$ cat config.mk
export PLATFORM = sky130hd
export DESIGN_NAME = parking_password_entry
export DESIGN_NICKNAME = d
export VERILOG_FILES = /design/src/rtl/parking_password_entry.sv
export SDC_FILE = /design/constraint.sdc
export NUM_CORES = 1
export LEC_CHECK = 0
export CORE_MARGIN = 3
export CORE_UTILIZATION = 57
export CTS_BUF_LIST = sky130_fd_sc_hd__clkbuf_4 sky130_fd_sc_hd__clkbuf_8
export CTS_CLUSTER_DIAMETER = 40
export DETAILED_ROUTE_END_ITERATION = 6
export PLACE_DENSITY = 0.86
export SLEW_MARGIN = 10
export SYNTH_ARGS = -nofsm -noshare
export SYNTH_HDL_FRONTEND = slang
export SYNTH_SLANG_ARGS = --single-unit
$ cat constraint.sdc
create_clock -name clk -period 3.61 [get_ports clk]
set_input_delay 0.722 -clock clk [delete_from_list [all_inputs] [get_ports clk]]
set_output_delay 0.722 -clock clk [all_outputs]
set_load 0.02 [all_outputs]
$ cat src/rtl/parking_password_entry.sv
// Keypad front end: captures two 2-bit digits while a vehicle is at the entrance and
// presents them as a registered password pair. Optional attempt limit: PW_ATTEMPT_LIMIT_EN.
module parking_password_entry #(
    parameter int TIMEOUT_CYCLES = 16,
    parameter int MAX_ATTEMPTS   = 3
) (
    input  logic       clk,
    input  logic       reset,
    input  logic       sensor_entrance,
    input  logic       key_valid,
    input  logic [1:0] key_code,
    input  logic       key_clear,
    output logic [1:0] password_1,
    output logic [1:0] password_2,
    output logic       pw_ready,
    output logic [1:0] digit_count,
    output logic       entry_timeout,
    output logic       locked
);

    localparam int TW = $clog2(TIMEOUT_CYCLES);

    generate
        if (TIMEOUT_CYCLES < 2 || MAX_ATTEMPTS < 1) begin : g_param_check
            $error("parking_password_entry: TIMEOUT_CYCLES must be >= 2 and MAX_ATTEMPTS >= 1");
        end
    endgenerate

    typedef enum logic [2:0] {
        IDLE    = 3'd0,
        WAIT_D1 = 3'd1,
        WAIT_D2 = 3'd2,
        HOLD    = 3'd3,
        TIMEOUT = 3'd4
`ifdef PW_ATTEMPT_LIMIT_EN
        ,
        LOCKOUT = 3'd5
`endif
    } state_t;

    state_t        state_q, state_d;
    logic [TW-1:0] timer_q, timer_d;
    logic [1:0]    d1_q, d1_d;
    logic [1:0]    d2_q, d2_d;
    logic          timer_done;

    assign timer_done = (timer_q == TW'(TIMEOUT_CYCLES - 1));

`ifdef PW_ATTEMPT_LIMIT_EN
    localparam int AW = (MAX_ATTEMPTS > 1) ? $clog2(MAX_ATTEMPTS) : 1;
    logic [AW-1:0] att_q, att_d;
`endif

    always_comb begin
        // NOTE: every variable gets a default first so no path leaves it unassigned (no latches).
        state_d = state_q;
        timer_d = timer_q;
        d1_d    = d1_q;
        d2_d    = d2_q;
`ifdef PW_ATTEMPT_LIMIT_EN
        att_d   = att_q;
`endif
        if (!sensor_entrance) begin
            // Vehicle gone: abandon everything, including the attempt history.
            state_d = IDLE;
            timer_d = '0;
            d1_d    = '0;
            d2_d    = '0;
`ifdef PW_ATTEMPT_LIMIT_EN
            att_d   = '0;
`endif
        end else begin
            case (state_q)
                IDLE: begin
                    state_d = WAIT_D1;
                    timer_d = '0;
                end
                WAIT_D1: begin
                    if (key_clear) begin
                        timer_d = '0;
                    end else if (key_valid) begin
                        d1_d    = key_code;
                        timer_d = '0;
                        state_d = WAIT_D2;
                    end else if (timer_done) begin
                        timer_d = '0;
                        state_d = TIMEOUT;
                    end else begin
                        timer_d = timer_q + 1'b1;
                    end
                end
                WAIT_D2: begin
                    if (key_clear) begin
                        d1_d    = '0;
                        timer_d = '0;
                        state_d = WAIT_D1;
                    end else if (key_valid) begin
                        d2_d    = key_code;
                        timer_d = '0;
                        state_d = HOLD;
                    end else if (timer_done) begin
                        timer_d = '0;
                        state_d = TIMEOUT;
                    end else begin
                        timer_d = timer_q + 1'b1;
                    end
                end
                HOLD: begin
                    if (key_clear) begin
                        d1_d    = '0;
                        d2_d    = '0;
                        timer_d = '0;
                        state_d = WAIT_D1;
`ifdef PW_ATTEMPT_LIMIT_EN
                        if (att_q == AW'(MAX_ATTEMPTS - 1)) state_d = LOCKOUT;
                        else                                att_d   = att_q + 1'b1;
`endif
                    end
                end
                TIMEOUT: begin
                    if (key_clear) begin
                        d1_d    = '0;
                        d2_d    = '0;
                        timer_d = '0;
                        state_d = WAIT_D1;
                    end
                end
`ifdef PW_ATTEMPT_LIMIT_EN
                LOCKOUT: state_d = LOCKOUT;
`endif
                default: state_d = IDLE;
            endcase
        end
    end

    always_ff @(posedge clk) begin
        // NOTE: sequential state uses non-blocking assignments so all registers update together.
        if (reset) begin
            state_q <= IDLE;
            timer_q <= '0;
            d1_q    <= '0;
            d2_q    <= '0;
        end else begin
            state_q <= state_d;
            timer_q <= timer_d;
            d1_q    <= d1_d;
            d2_q    <= d2_d;
        end
    end

`ifdef PW_ATTEMPT_LIMIT_EN
    always_ff @(posedge clk) begin
        if (reset) att_q <= '0;
        else       att_q <= att_d;
    end

    always_ff @(posedge clk) begin
        if (reset) locked <= 1'b0;
        else       locked <= (state_q == LOCKOUT);
    end
`else
    assign locked = 1'b0;
`endif

    // Output register stage: the parking FSM sees glitch-free values decoded from state_q.
    always_ff @(posedge clk) begin
        if (reset) begin
            password_1    <= '0;
            password_2    <= '0;
            pw_ready      <= 1'b0;
            digit_count   <= '0;
            entry_timeout <= 1'b0;
        end else begin
            password_1    <= (state_q == HOLD) ? d1_q : 2'd0;
            password_2    <= (state_q == HOLD) ? d2_q : 2'd0;
            pw_ready      <= (state_q == HOLD);
            entry_timeout <= (state_q == TIMEOUT);
            case (state_q)
                WAIT_D2: digit_count <= 2'd1;
                HOLD:    digit_count <= 2'd2;
                default: digit_count <= 2'd0;
            endcase
        end
    end

endmodule

==> qor.tcl, run 1 <==
set qor(max_freq_mhz) 471
set qor(min-delay-path-class) {register to register}
set qor(fill_cells) 112
set qor(cts.sink_count) 18
set qor(criticalPathCategory) {input pin to register}
set qor(grt.total_usage_pct) 19.3
set qor(tns_ps) 0
set qor(clk_root_buffer_cell) {sky130_fd_sc_hd__clkbuf_4}
set qor(endpoint_kind) {register}
set qor(switchingPower_mw) 0.0773
set qor(synth.area.mux_share_pct) 2.23
set qor(rows) 13
set qor(post_drt_via_cell_ratio) 6.24
set qor(synth_compound_area_share_pct) 23.5
set qor(design.die.area_sq_um) 2090
set qor(global_route_wire_length_before_repair_microns) 2910
set qor(die_w_microns) 45.7
set qor(area_used_by_multi_input_combinational_logic_sq_um) 470
set qor(drcViolationCount) 0
set qor(htree_levels) 1
set qor(leakage_nw) 0.402
set qor(layout_commonest_cell) {sky130_fd_sc_hd__dfxtp_1}
set qor(mostFrequentLayoutCells) {sky130_fd_sc_hd__dfxtp_1, sky130_fd_sc_hd__clkdlybuf4s50_1, sky130_fd_sc_hd__nand2_1, sky130_fd_sc_hd__o21ai_0, sky130_fd_sc_hd__nor2_1}
set qor(cp_required_ps) 3800
set qor(ys_seq_elements) 18
set qor(critical_path.cell_chain) {clkdlybuf4s50_1 > nand2b_1 > nor3_1 > a311oi_2 > a31o_2}
set qor(placement.io_buffers) 14
set qor(detailedPlacementHpwl_microns) 1330
set qor(post_synth_and_or_nand_nor_area_fraction_pct) 23.8
set qor(cts.repair_timing.setup_buffer_count) 0
set qor(antenna_cells) 0
set qor(ctsHoldBuffers) 0
set qor(coreArea_sq_um) 1380
set qor(drt_first_iter_violations) 23
set qor(pwr-share-seq_pct) 61.8
set qor(cts-buffers-inserted) 3
set qor(synth-warning-count) 0
set qor(detail-route-antenna-nets) 0
set qor(critical_path_top_delay_cell) {sky130_fd_sc_hd__clkdlybuf4s50_1}
set qor(whs_ps) 468
set qor(drive_gt1_share_pct) 11.8
set qor(max_cap_viol_count) 0
set qor(clk_transition_reported_paths_ps) 100
set qor(synth_enable_flop_cells) 0
set qor(ios) 16
set qor(finalCriticalPeriod_ps) 2120
set qor(antenna_found_initial) 0
set qor(cp.arrival_ps) 2320
set qor(cts.repair.resized) 0
set qor(wire_per_inst_microns) 14.0
set qor(timing.reg2reg.setup_slack_ps) 2030
set qor(synth_instances) 100
set qor(power.combinational.fraction_pct) 8.3
set qor(status) {completed}
set qor(largest_net_degree_at_the_start_of_global_routing) 16
set qor(drt-pass1-iter-count) 4
set qor(cp-start-kind) {input pin}
set qor(synth_top_family_by_area) {simple AND/OR/NAND/NOR gates}
set qor(grt_pass1_vias) 638
set qor(num_vias) 780
set qor(skew_ps) 5.36
set qor(relSlewSlack_pct) 65.7
set qor(synth-main-ff-cell) {sky130_fd_sc_hd__dfxtp_1}
set qor(timing.final.max_slew_violations) 0
set qor(setup_repair_after_global_routing_missed_its_margin) {no}
set qor(area.growth.synth_to_final_pct) 14.6
set qor(max_slew.worst_pin.slew_ps) 514
set qor(report.final.hold_viol_count) 0
set qor(synth_sequential_area_ratio_pct) 40.1
set qor(nets) 120
set qor(critical_path_s_largest_stage_delay_ps) 650
set qor(clock_path_buffers) 2
set qor(synth_xor_area_share_pct) 0.974
set qor(initial_utilization_pct) 65.1
set qor(die_y_microns) 45.7
set qor(powerDensity_nw_per_um2) 318
set qor(cts_tree) {done}
set qor(gp_routability_congestion) 0.842
set qor(worst-path-buf-inv) 1
set qor(synth_area_sq_um) 900
set qor(min_period_over_period_pct) 58.8
set qor(path_max_fanout) 13
set qor(global_route.overflow_total) 0
set qor(cellInternalPower_mw) 0.250
set qor(postSynth.asyncResetShare_pct) 0
set qor(setup_viol) 0
set qor(postSynthNetCount) 108
set qor(crit_family) {buffers and inverters}
set qor(synth_fa_ha_area_share_pct) 1.39
set qor(seq_area_sq_um) 360
set qor(drt-total-wl_microns) 1740
set qor(insertion_delay_of_the_later_clocked_pin_in_the_worst_skew_pair_ps) 290
set qor(synth_cell_types) 37
set qor(vdd_drop_max_uv) 224
set qor(syn-mean-instance-area_sq_um) 9.00
set qor(clock_power_share_pct) 29.8
set qor(sw_frac_of_total_pct) 23.6
metrics by stage:
step / total power, mW / std cells / instance area (sq um) / utilization (%) / setup slack [ps]
4_1_cts: 0.325 / 125 / 1030 / 74.6 / 1490
3_3_place_gp: 0.233 / 122 / 1010 / 72.9 / 1220
3_5_place_dp: 0.234 / 122 / 1010 / 72.9 / 1180
6_report: 0.327 / 125 / 1030 / 74.6 / 1490
2_1_floorplan: 0.225 / 100 / 900 / - / 2070
5_1_grt: 0.340 / 125 / 1030 / 74.6 / 1390
layer usage:
metal | vias up | GRT usage (%) | part of all wire [%]
li1 | 378 | - | -
met1 | 357 | 26.5 | 44
met2 | 38 | 30.6 | 45
met3 | 7 | 3.95 | 8.8
met4 | 0 | 5.11 | 2.2
met5 | - | 0 | 0
state kept, by name, summed over array words and instances, names as in the netlist:
| register | cells |
|---|---|
| entry_timeout | 1 |
| password_2 | 2 |
| digit_count | 1 |
| pw_ready | 1 |
| d2_q | 2 |
| state_q | 3 |
| password_1 | 2 |
| timer_q | 4 |
| d1_q | 2 |
cell families after synthesis:
| kind of cell | count (synthesis) |
|---|---|
| adders and majority gates | 1 |
| AOI/OAI and AO/OA | 27 |
| muxes | 2 |
| xor gates and xnor gates | 1 |
| and+or+nand+nor | 38 |
| other | 1 |
| buffers and inverters | 12 |
| DFF | 18 |
final timing paths:
check / start / to / cells past startpoint
max: key_clear / d2_q[1] / 5
min: d1_q[0] / d1_q[0] / 2
max reg2reg: state_q[1] / d2_q[1] / 4
min reg2reg: d1_q[0] / d1_q[0] / 2
layout make-up:
cell class	instances	share of cell area (%)
sequential	18	35.0
clock buffer	3	2.18
inverter	5	1.82
tap	15	1.82
timing repair buffer	14	13.6
multi-input combinational	70	45.6
Yosys cell counts (2+ instances only):
library cell / count / area, sq um
sky130_fd_sc_hd__and2_1: 4 / 25.0
sky130_fd_sc_hd__inv_1: 5 / 18.8
sky130_fd_sc_hd__nand2_1: 7 / 26.3
sky130_fd_sc_hd__a211oi_1: 2 / 15.0
sky130_fd_sc_hd__nor2b_1: 2 / 12.5
sky130_fd_sc_hd__nand2b_1: 3 / 18.8
sky130_fd_sc_hd__dfxtp_1: 18 / 360
sky130_fd_sc_hd__buf_4: 4 / 30.0
sky130_fd_sc_hd__a2111oi_2: 2 / 30.0
sky130_fd_sc_hd__nor2_1: 6 / 22.5
sky130_fd_sc_hd__nand3_1: 4 / 20.0
sky130_fd_sc_hd__a21oi_1: 5 / 25.0
sky130_fd_sc_hd__nor3_1: 4 / 20.0
sky130_fd_sc_hd__a22o_1: 2 / 17.5
sky130_fd_sc_hd__and3_1: 2 / 12.5
sky130_fd_sc_hd__a31o_2: 2 / 17.5
sky130_fd_sc_hd__o21ai_0: 7 / 35.0
sky130_fd_sc_hd__mux2i_1: 2 / 20.0
power groups by stage:
stage | registers (mW) | clock network (mW) | logic, mW
final | 0.202 | 0.0977 | 0.0272
after global routing | 0.203 | 0.107 | 0.0301
after CTS | 0.202 | 0.0961 | 0.0269
after detailed placement | 0.207 | 0 | 0.0267
after global placement | 0.207 | 0 | 0.0262
after floorplan | 0.205 | 0 | 0.0197
worst register-to-register path: stages, from the launching register on:
cell and delay, ps:
sky130_fd_sc_hd__dfxtp_1 630, sky130_fd_sc_hd__nand2b_1 170, sky130_fd_sc_hd__nor3_1 320, sky130_fd_sc_hd__a311oi_2 100, sky130_fd_sc_hd__a31o_2 270
Note: power is estimated with default switching activity, not from simulation.
==> inputs of run 2 (changes only) <==
--- a/config.mk
+++ b/config.mk
@@ -6,11 +6,11 @@
 export NUM_CORES = 1
 export LEC_CHECK = 0
 export CORE_MARGIN = 3
-export CORE_UTILIZATION = 57
+export CORE_UTILIZATION = 48
 export CTS_BUF_LIST = sky130_fd_sc_hd__clkbuf_4 sky130_fd_sc_hd__clkbuf_8
 export CTS_CLUSTER_DIAMETER = 40
 export DETAILED_ROUTE_END_ITERATION = 6
-export PLACE_DENSITY = 0.86
+export PLACE_DENSITY = 0.77
 export SLEW_MARGIN = 10
 export SYNTH_ARGS = -nofsm -noshare
 export SYNTH_HDL_FRONTEND = slang
==> constraint.sdc (replaced) <==
create_clock -name clk -period 1.9 [get_ports clk]
set_input_delay 0.38 -clock clk [delete_from_list [all_inputs] [get_ports clk]]
set_output_delay 0.38 -clock clk [all_outputs]
set_load 0.02 [all_outputs]
==> run 2 against run 1 <==
Against the previous run:
- utilization down 13 points
- first-iteration DRC count shrank 13%
- die area rose by 16%
- setup slack worse by 1200 ps
- critical path type is now register to primary output
- largest power group unchanged
==> qor.tcl, run 2 (synthesis gave the netlist of run 1 again) <==
set qor(status) {completed}
set qor(global_route.overflow_total) 0
set qor(max_cap_viol_count) 0
set qor(met3RoutedLength_microns) 101
set qor(path_max_fanout) 2
set qor(antenna_found_initial) 0
set qor(min_period_over_period_pct) 84.5
set qor(cp_required_ps) 1520
set qor(power.combinational.fraction_pct) 9.0
set qor(cellInternalPower_mw) 0.479
set qor(post_drt_via_cell_ratio) 5.33
set qor(cts.repair_timing.setup_buffer_count) 0
set qor(worstHoldEndpoint) {password_1[0]}
set qor(endpoint_kind) {primary output}
set qor(gp_routability_congestion) 0.806
set qor(tns_ps) 0
set qor(cts-buffers-inserted) 3
set qor(design.die.area_sq_um) 2430
set qor(initial_utilization_pct) 51.5
set qor(insertion_delay_of_the_later_clocked_pin_in_the_worst_skew_pair_ps) 280
set qor(cts.sink_count) 18
set qor(sw_frac_of_total_pct) 22.8
set qor(powerDensity_nw_per_um2) 578
set qor(clk_transition_reported_paths_ps) 90
set qor(die_y_microns) 49.3
set qor(global_route_wire_length_before_repair_microns) 3060
set qor(num_vias) 741
set qor(timing.reg2reg.setup_slack_ps) 320
set qor(switchingPower_mw) 0.142
set qor(min-delay-path-class) {register to register}
set qor(fill_cells) 162
set qor(setup_viol) 0
set qor(fin_area_sq_um) 1070
set qor(setup_crit_start) {pw_ready}
set qor(vdd_drop_max_uv) 249
set qor(cp-start-kind) {register}
set qor(routed-wl-met2_microns) 767
set qor(htree_levels) 1
set qor(ios) 16
set qor(drt-total-wl_microns) 1680
set qor(whs_path_depth) 1
set qor(critical_path_top_delay_cell) {sky130_fd_sc_hd__clkdlybuf4s50_1}
set qor(nets) 124
set qor(criticalPathCategory) {register to primary output}
set qor(drive_gt1_share_pct) 14.9
set qor(wire_per_inst_microns) 12.1
set qor(critical_path.reg2reg.endpoint) {d2_q[1]}
set qor(area.growth.synth_to_final_pct) 19.3
set qor(cts_tree) {done}
set qor(antenna_cells) 0
set qor(grt_pass1_vias) 744
set qor(drt_first_iter_violations) 20
set qor(critical_path_s_largest_stage_delay_ps) 610
set qor(post_dp_cell_area_sq_um) 1050
set qor(highest_layer) {met4}
set qor(max_freq_mhz) 623
set qor(number_of_flip_flops_under_the_largest_register_name) 4
set qor(mostFrequentLayoutCells) {sky130_fd_sc_hd__dfxtp_1, sky130_fd_sc_hd__clkdlybuf4s50_1, sky130_fd_sc_hd__nand2_1, sky130_fd_sc_hd__o21ai_0, sky130_fd_sc_hd__nor2_1}
set qor(regMostFlops) {timer_q}
set qor(skew_ps) 0.829
set qor(die_w_microns) 49.3
set qor(detailedPlacementHpwl_microns) 1290
set qor(cts.repair.resized) 0
set qor(rows) 15
set qor(setup_repair_after_global_routing_missed_its_margin) {no}
set qor(pwr-share-seq_pct) 62.0
set qor(report.final.hold_viol_count) 0
set qor(finalCriticalPeriod_ps) 1610
set qor(drcViolationCount) 0
set qor(r2r.worst_path.cells) 4
set qor(clk_root_buffer_cell) {sky130_fd_sc_hd__clkbuf_4}
set qor(hp-start) {d1_q[0]}
set qor(worst-path-buf-inv) 1
set qor(layout_commonest_cell) {sky130_fd_sc_hd__dfxtp_1}
set qor(clock_path_buffers) 2
set qor(placement.io_buffers) 14
set qor(clock_power_share_pct) 29.0
set qor(detail-route-antenna-nets) 0
set qor(drt-pass1-iter-count) 4
set qor(crit_family) {buffers and inverters}
set qor(critical_path.cell_chain) {clkdlybuf4s50_1}
set qor(largest_net_degree_at_the_start_of_global_routing) 16
set qor(coreArea_sq_um) 1750
set qor(grt.total_usage_pct) 15.9
set qor(leakage_nw) 0.423
set qor(timing.final.max_slew_violations) 0
set qor(drt-met1-wl_microns) 785
set qor(cp.arrival_ps) 1230
set qor(layout_top_registers) {timer_q: 4 flops, state_q: 3 flops}
set qor(launch_point_of_the_worst_reg_to_reg_path) {state_q[1]}
set qor(ctsHoldBuffers) 0
## run 2: metrics by stage
stage	hold WS [ps]	setup WS, ps	cells	utilization [%]	power, mW
finish	461	294	139	61.5	0.621
global route	492	212	139	61.5	0.657
detailed placement	442	140	136	60.2	0.449
global placement	440	177	136	60.2	0.448
CTS	465	268	139	61.5	0.628
floorplan	430	697	100	-	0.427
## run 2: final cells by class
class,count,area (sq um),share of cell area [%]
Sequential cell,18,360,33.6
Clock buffer,3,22.5,2.10
Timing Repair Buffer,18,170,15.9
Multi-Input combinational cell,70,470,43.8
Inverter,5,18.8,1.75
Tap cell,25,31.3,2.91
## run 2: worst max-delay path by stage
stage | endpoint | cells after the start
after floorplan | d2_q[0] | 4
after global placement | state_q[1] | 4
after detailed placement | state_q[0] | 6
after CTS | pw_ready | 1
after global routing | d1_q[1] | 4
final | pw_ready | 1
## run 2: per-layer routing
| layer | track usage (%) | vias up |
|---|---|---|
| met5 | 0 | - |
| met4 | 8.06 | 0 |
| met3 | 4.28 | 4 |
| met2 | 24.8 | 24 |
| met1 | 19.9 | 325 |
| li1 | - | 388 |
## run 2: power by group through the flow
stage	Combinational, mW	Sequential (mW)	Clock (mW)
3_3_place_gp	0.0547	0.393	0
4_1_cts	0.0559	0.385	0.187
6_report	0.0562	0.385	0.180
2_1_floorplan	0.0374	0.389	0
3_5_place_dp	0.0558	0.393	0
5_1_grt	0.0619	0.385	0.209
==> inputs of run 3 (changes only) <==
--- a/config.mk
+++ b/config.mk
@@ -6,11 +6,11 @@
 export NUM_CORES = 1
 export LEC_CHECK = 0
 export CORE_MARGIN = 3
-export CORE_UTILIZATION = 48
+export CORE_UTILIZATION = 53
 export CTS_BUF_LIST = sky130_fd_sc_hd__clkbuf_4 sky130_fd_sc_hd__clkbuf_8
 export CTS_CLUSTER_DIAMETER = 40
 export DETAILED_ROUTE_END_ITERATION = 6
-export PLACE_DENSITY = 0.77
+export PLACE_DENSITY = 0.8
 export SLEW_MARGIN = 10
 export SYNTH_ARGS = -nofsm -noshare
 export SYNTH_HDL_FRONTEND = slang
==> constraint.sdc (replaced) <==
create_clock -name clk -period 1.6 [get_ports clk]
set_input_delay 0.32 -clock clk [delete_from_list [all_inputs] [get_ports clk]]
set_output_delay 0.32 -clock clk [all_outputs]
set_load 0.02 [all_outputs]
==> run 3 against run 2 <==
Against the previous run:
- combinational power increased by 41%
- largest cell class unchanged
- critical endpoint is now digit_count[1]
- critical path depth did not move
- sequential cell count unchanged
- global-route usage up 3.2 points
- setup slack got worse by 220 ps
- register-to-register slack lost 100 ps
- sequential share of layout area decreased by 1.6 points
- critical path type unchanged
- sequential power increased by 18%
- utilization is 11 points higher
- first-iteration DRC count down 30%
- design area increased by 5.1%
==> qor.tcl, run 3 (synthesis gave the netlist of run 1 again) <==
set qor(status) {completed}
set qor(powerDensity_nw_per_um2) 719
set qor(worst_slack_ps) 69.5
set qor(clk_transition_reported_paths_ps) 100
set qor(layout_top_registers) {timer_q: 4 flops, state_q: 3 flops}
set qor(report.final.hold_viol_count) 0
set qor(finalCriticalPeriod_ps) 1530
set qor(worstHoldEndpoint) {password_2[1]}
set qor(cp-start-kind) {register}
set qor(hp-start) {d2_q[1]}
set qor(global_route.overflow_total) 0
set qor(die_w_microns) 47.2
set qor(cts-buffers-inserted) 3
set qor(crit_family) {buffers and inverters}
set qor(critical_path.reg2reg.endpoint) {timer_q[2]}
set qor(criticalPathCategory) {register to primary output}
set qor(ctsHoldBuffers) 0
set qor(min_period_over_period_pct) 95.7
set qor(critical_path.cell_chain) {clkdlybuf4s50_1}
set qor(launch_point_of_the_worst_reg_to_reg_path) {state_q[0]}
set qor(layout_commonest_cell) {sky130_fd_sc_hd__dfxtp_1}
set qor(detail-route-antenna-nets) 0
set qor(global_route_wire_length_before_repair_microns) 2930
set qor(place_ws_ps) -56.8
set qor(seq_area_sq_um) 360
set qor(rows) 14
set qor(insertion_delay_of_the_later_clocked_pin_in_the_worst_skew_pair_ps) 290
set qor(timing.final.max_slew_violations) 0
set qor(post_drt_via_cell_ratio) 5.61
set qor(whs_ps) 469
set qor(min-delay-path-class) {register to register}
set qor(whs_path_depth) 1
set qor(cts.sink_count) 18
set qor(clk_root_buffer_cell) {sky130_fd_sc_hd__clkbuf_4}
set qor(wire_per_inst_microns) 12.3
set qor(cp_required_ps) 1280
set qor(critical_path_s_largest_stage_delay_ps) 600
set qor(max_freq_mhz) 653
set qor(clock_path_buffers) 2
set qor(endpoint_kind) {primary output}
set qor(cts_tree) {done}
set qor(area_used_by_multi_input_combinational_logic_sq_um) 470
set qor(grt_pass1_vias) 684
set qor(vdd_drop_max_uv) 569
set qor(setup_viol) 0
set qor(max_cap_viol_count) 0
set qor(drt-total-wl_microns) 1700
set qor(fill_cells) 125
set qor(die_y_microns) 47.2
set qor(path_max_fanout) 2
set qor(ios) 16
set qor(skew_ps) 11.4
set qor(grt.total_usage_pct) 19.1
set qor(cts.repair.resized) 0
set qor(timing.reg2reg.setup_slack_ps) 220
set qor(place.detailed.instances) 134
set qor(regMostFlops) {timer_q}
set qor(coreArea_sq_um) 1560
set qor(initial_utilization_pct) 57.7
set qor(cts.repair_timing.setup_buffer_count) 0
set qor(cp.arrival_ps) 1210
set qor(gp_routability_congestion) 0.860
set qor(critical_path_top_delay_cell) {sky130_fd_sc_hd__clkdlybuf4s50_1}
set qor(mostFrequentLayoutCells) {sky130_fd_sc_hd__dfxtp_1, sky130_fd_sc_hd__clkdlybuf4s50_1, sky130_fd_sc_hd__buf_4}
set qor(largest_net_degree_at_the_start_of_global_routing) 12
set qor(setup_repair_after_global_routing_missed_its_margin) {no}
set qor(r2r.worst_path.cells) 5
set qor(drt-pass1-iter-count) 4
set qor(htree_levels) 1
set qor(num_vias) 774
set qor(placement.io_buffers) 14
set qor(drt_first_iter_violations) 14
set qor(drive_gt1_share_pct) 20.5
set qor(design.die.area_sq_um) 2230
set qor(worst-path-buf-inv) 1
set qor(number_of_flip_flops_under_the_largest_register_name) 4
set qor(leakage_nw) 0.465
set qor(final_instance_count_without_filler_cells) 138
set qor(detailedPlacementHpwl_microns) 1240
set qor(drcViolationCount) 0
set qor(area.growth.synth_to_final_pct) 25.5
set qor(antenna_found_initial) 0
set qor(antenna_cells) 0
set qor(nets) 131
[run 3: cell type report]
type                       count  area share, %
tap                           16           1.77
sequential                    18           31.9
timing repair buffer          25           19.7
inverter                       5           1.66
multi-input combinational     70           41.7
clock buffer                   4           3.22
[run 3: worst max path at each step]
stage,from,to,slack (ps),cells after the start
after floorplan,state_q[1],d2_q[0],400,4
after global placement,key_clear,d2_q[0],-20,5
after global routing,pw_ready,pw_ready,7,1
after detailed placement,key_clear,d2_q[0],-60,5
final,pw_ready,digit_count[1],70,1
after CTS,digit_count[0],digit_count[0],60,1
[run 3: power breakdown]
| part | switching, mW | internal [mW] |
|---|---|---|
| registers | 0.00421 | 0.451 |
| logic | 0.0398 | 0.0393 |
| clock network | 0.139 | 0.138 |
| total | 0.183 | 0.628 |
[run 3: through the flow]
| stage | TNS (ps) | util, % | power [mW] | area [sq um] |
|---|---|---|---|---|
| 2_1_floorplan | 0 | - | 0.507 | 900 |
| 3_3_place_gp | -81.0 | 70.1 | 0.542 | 1090 |
| 3_5_place_dp | -237 | 70.1 | 0.543 | 1090 |
| 4_1_cts | 0 | 72.4 | 0.818 | 1130 |
| 5_1_grt | 0 | 72.4 | 0.856 | 1130 |
| 6_report | 0 | 72.4 | 0.811 | 1130 |
[run 3: routing by layer]
layer	part of all wire, %	GRT usage, %	wire [microns]
met5	0	0	0
met4	1.2	10.5	20
met3	2.9	3.83	49
met2	43	26.3	733
met1	53	27.5	899
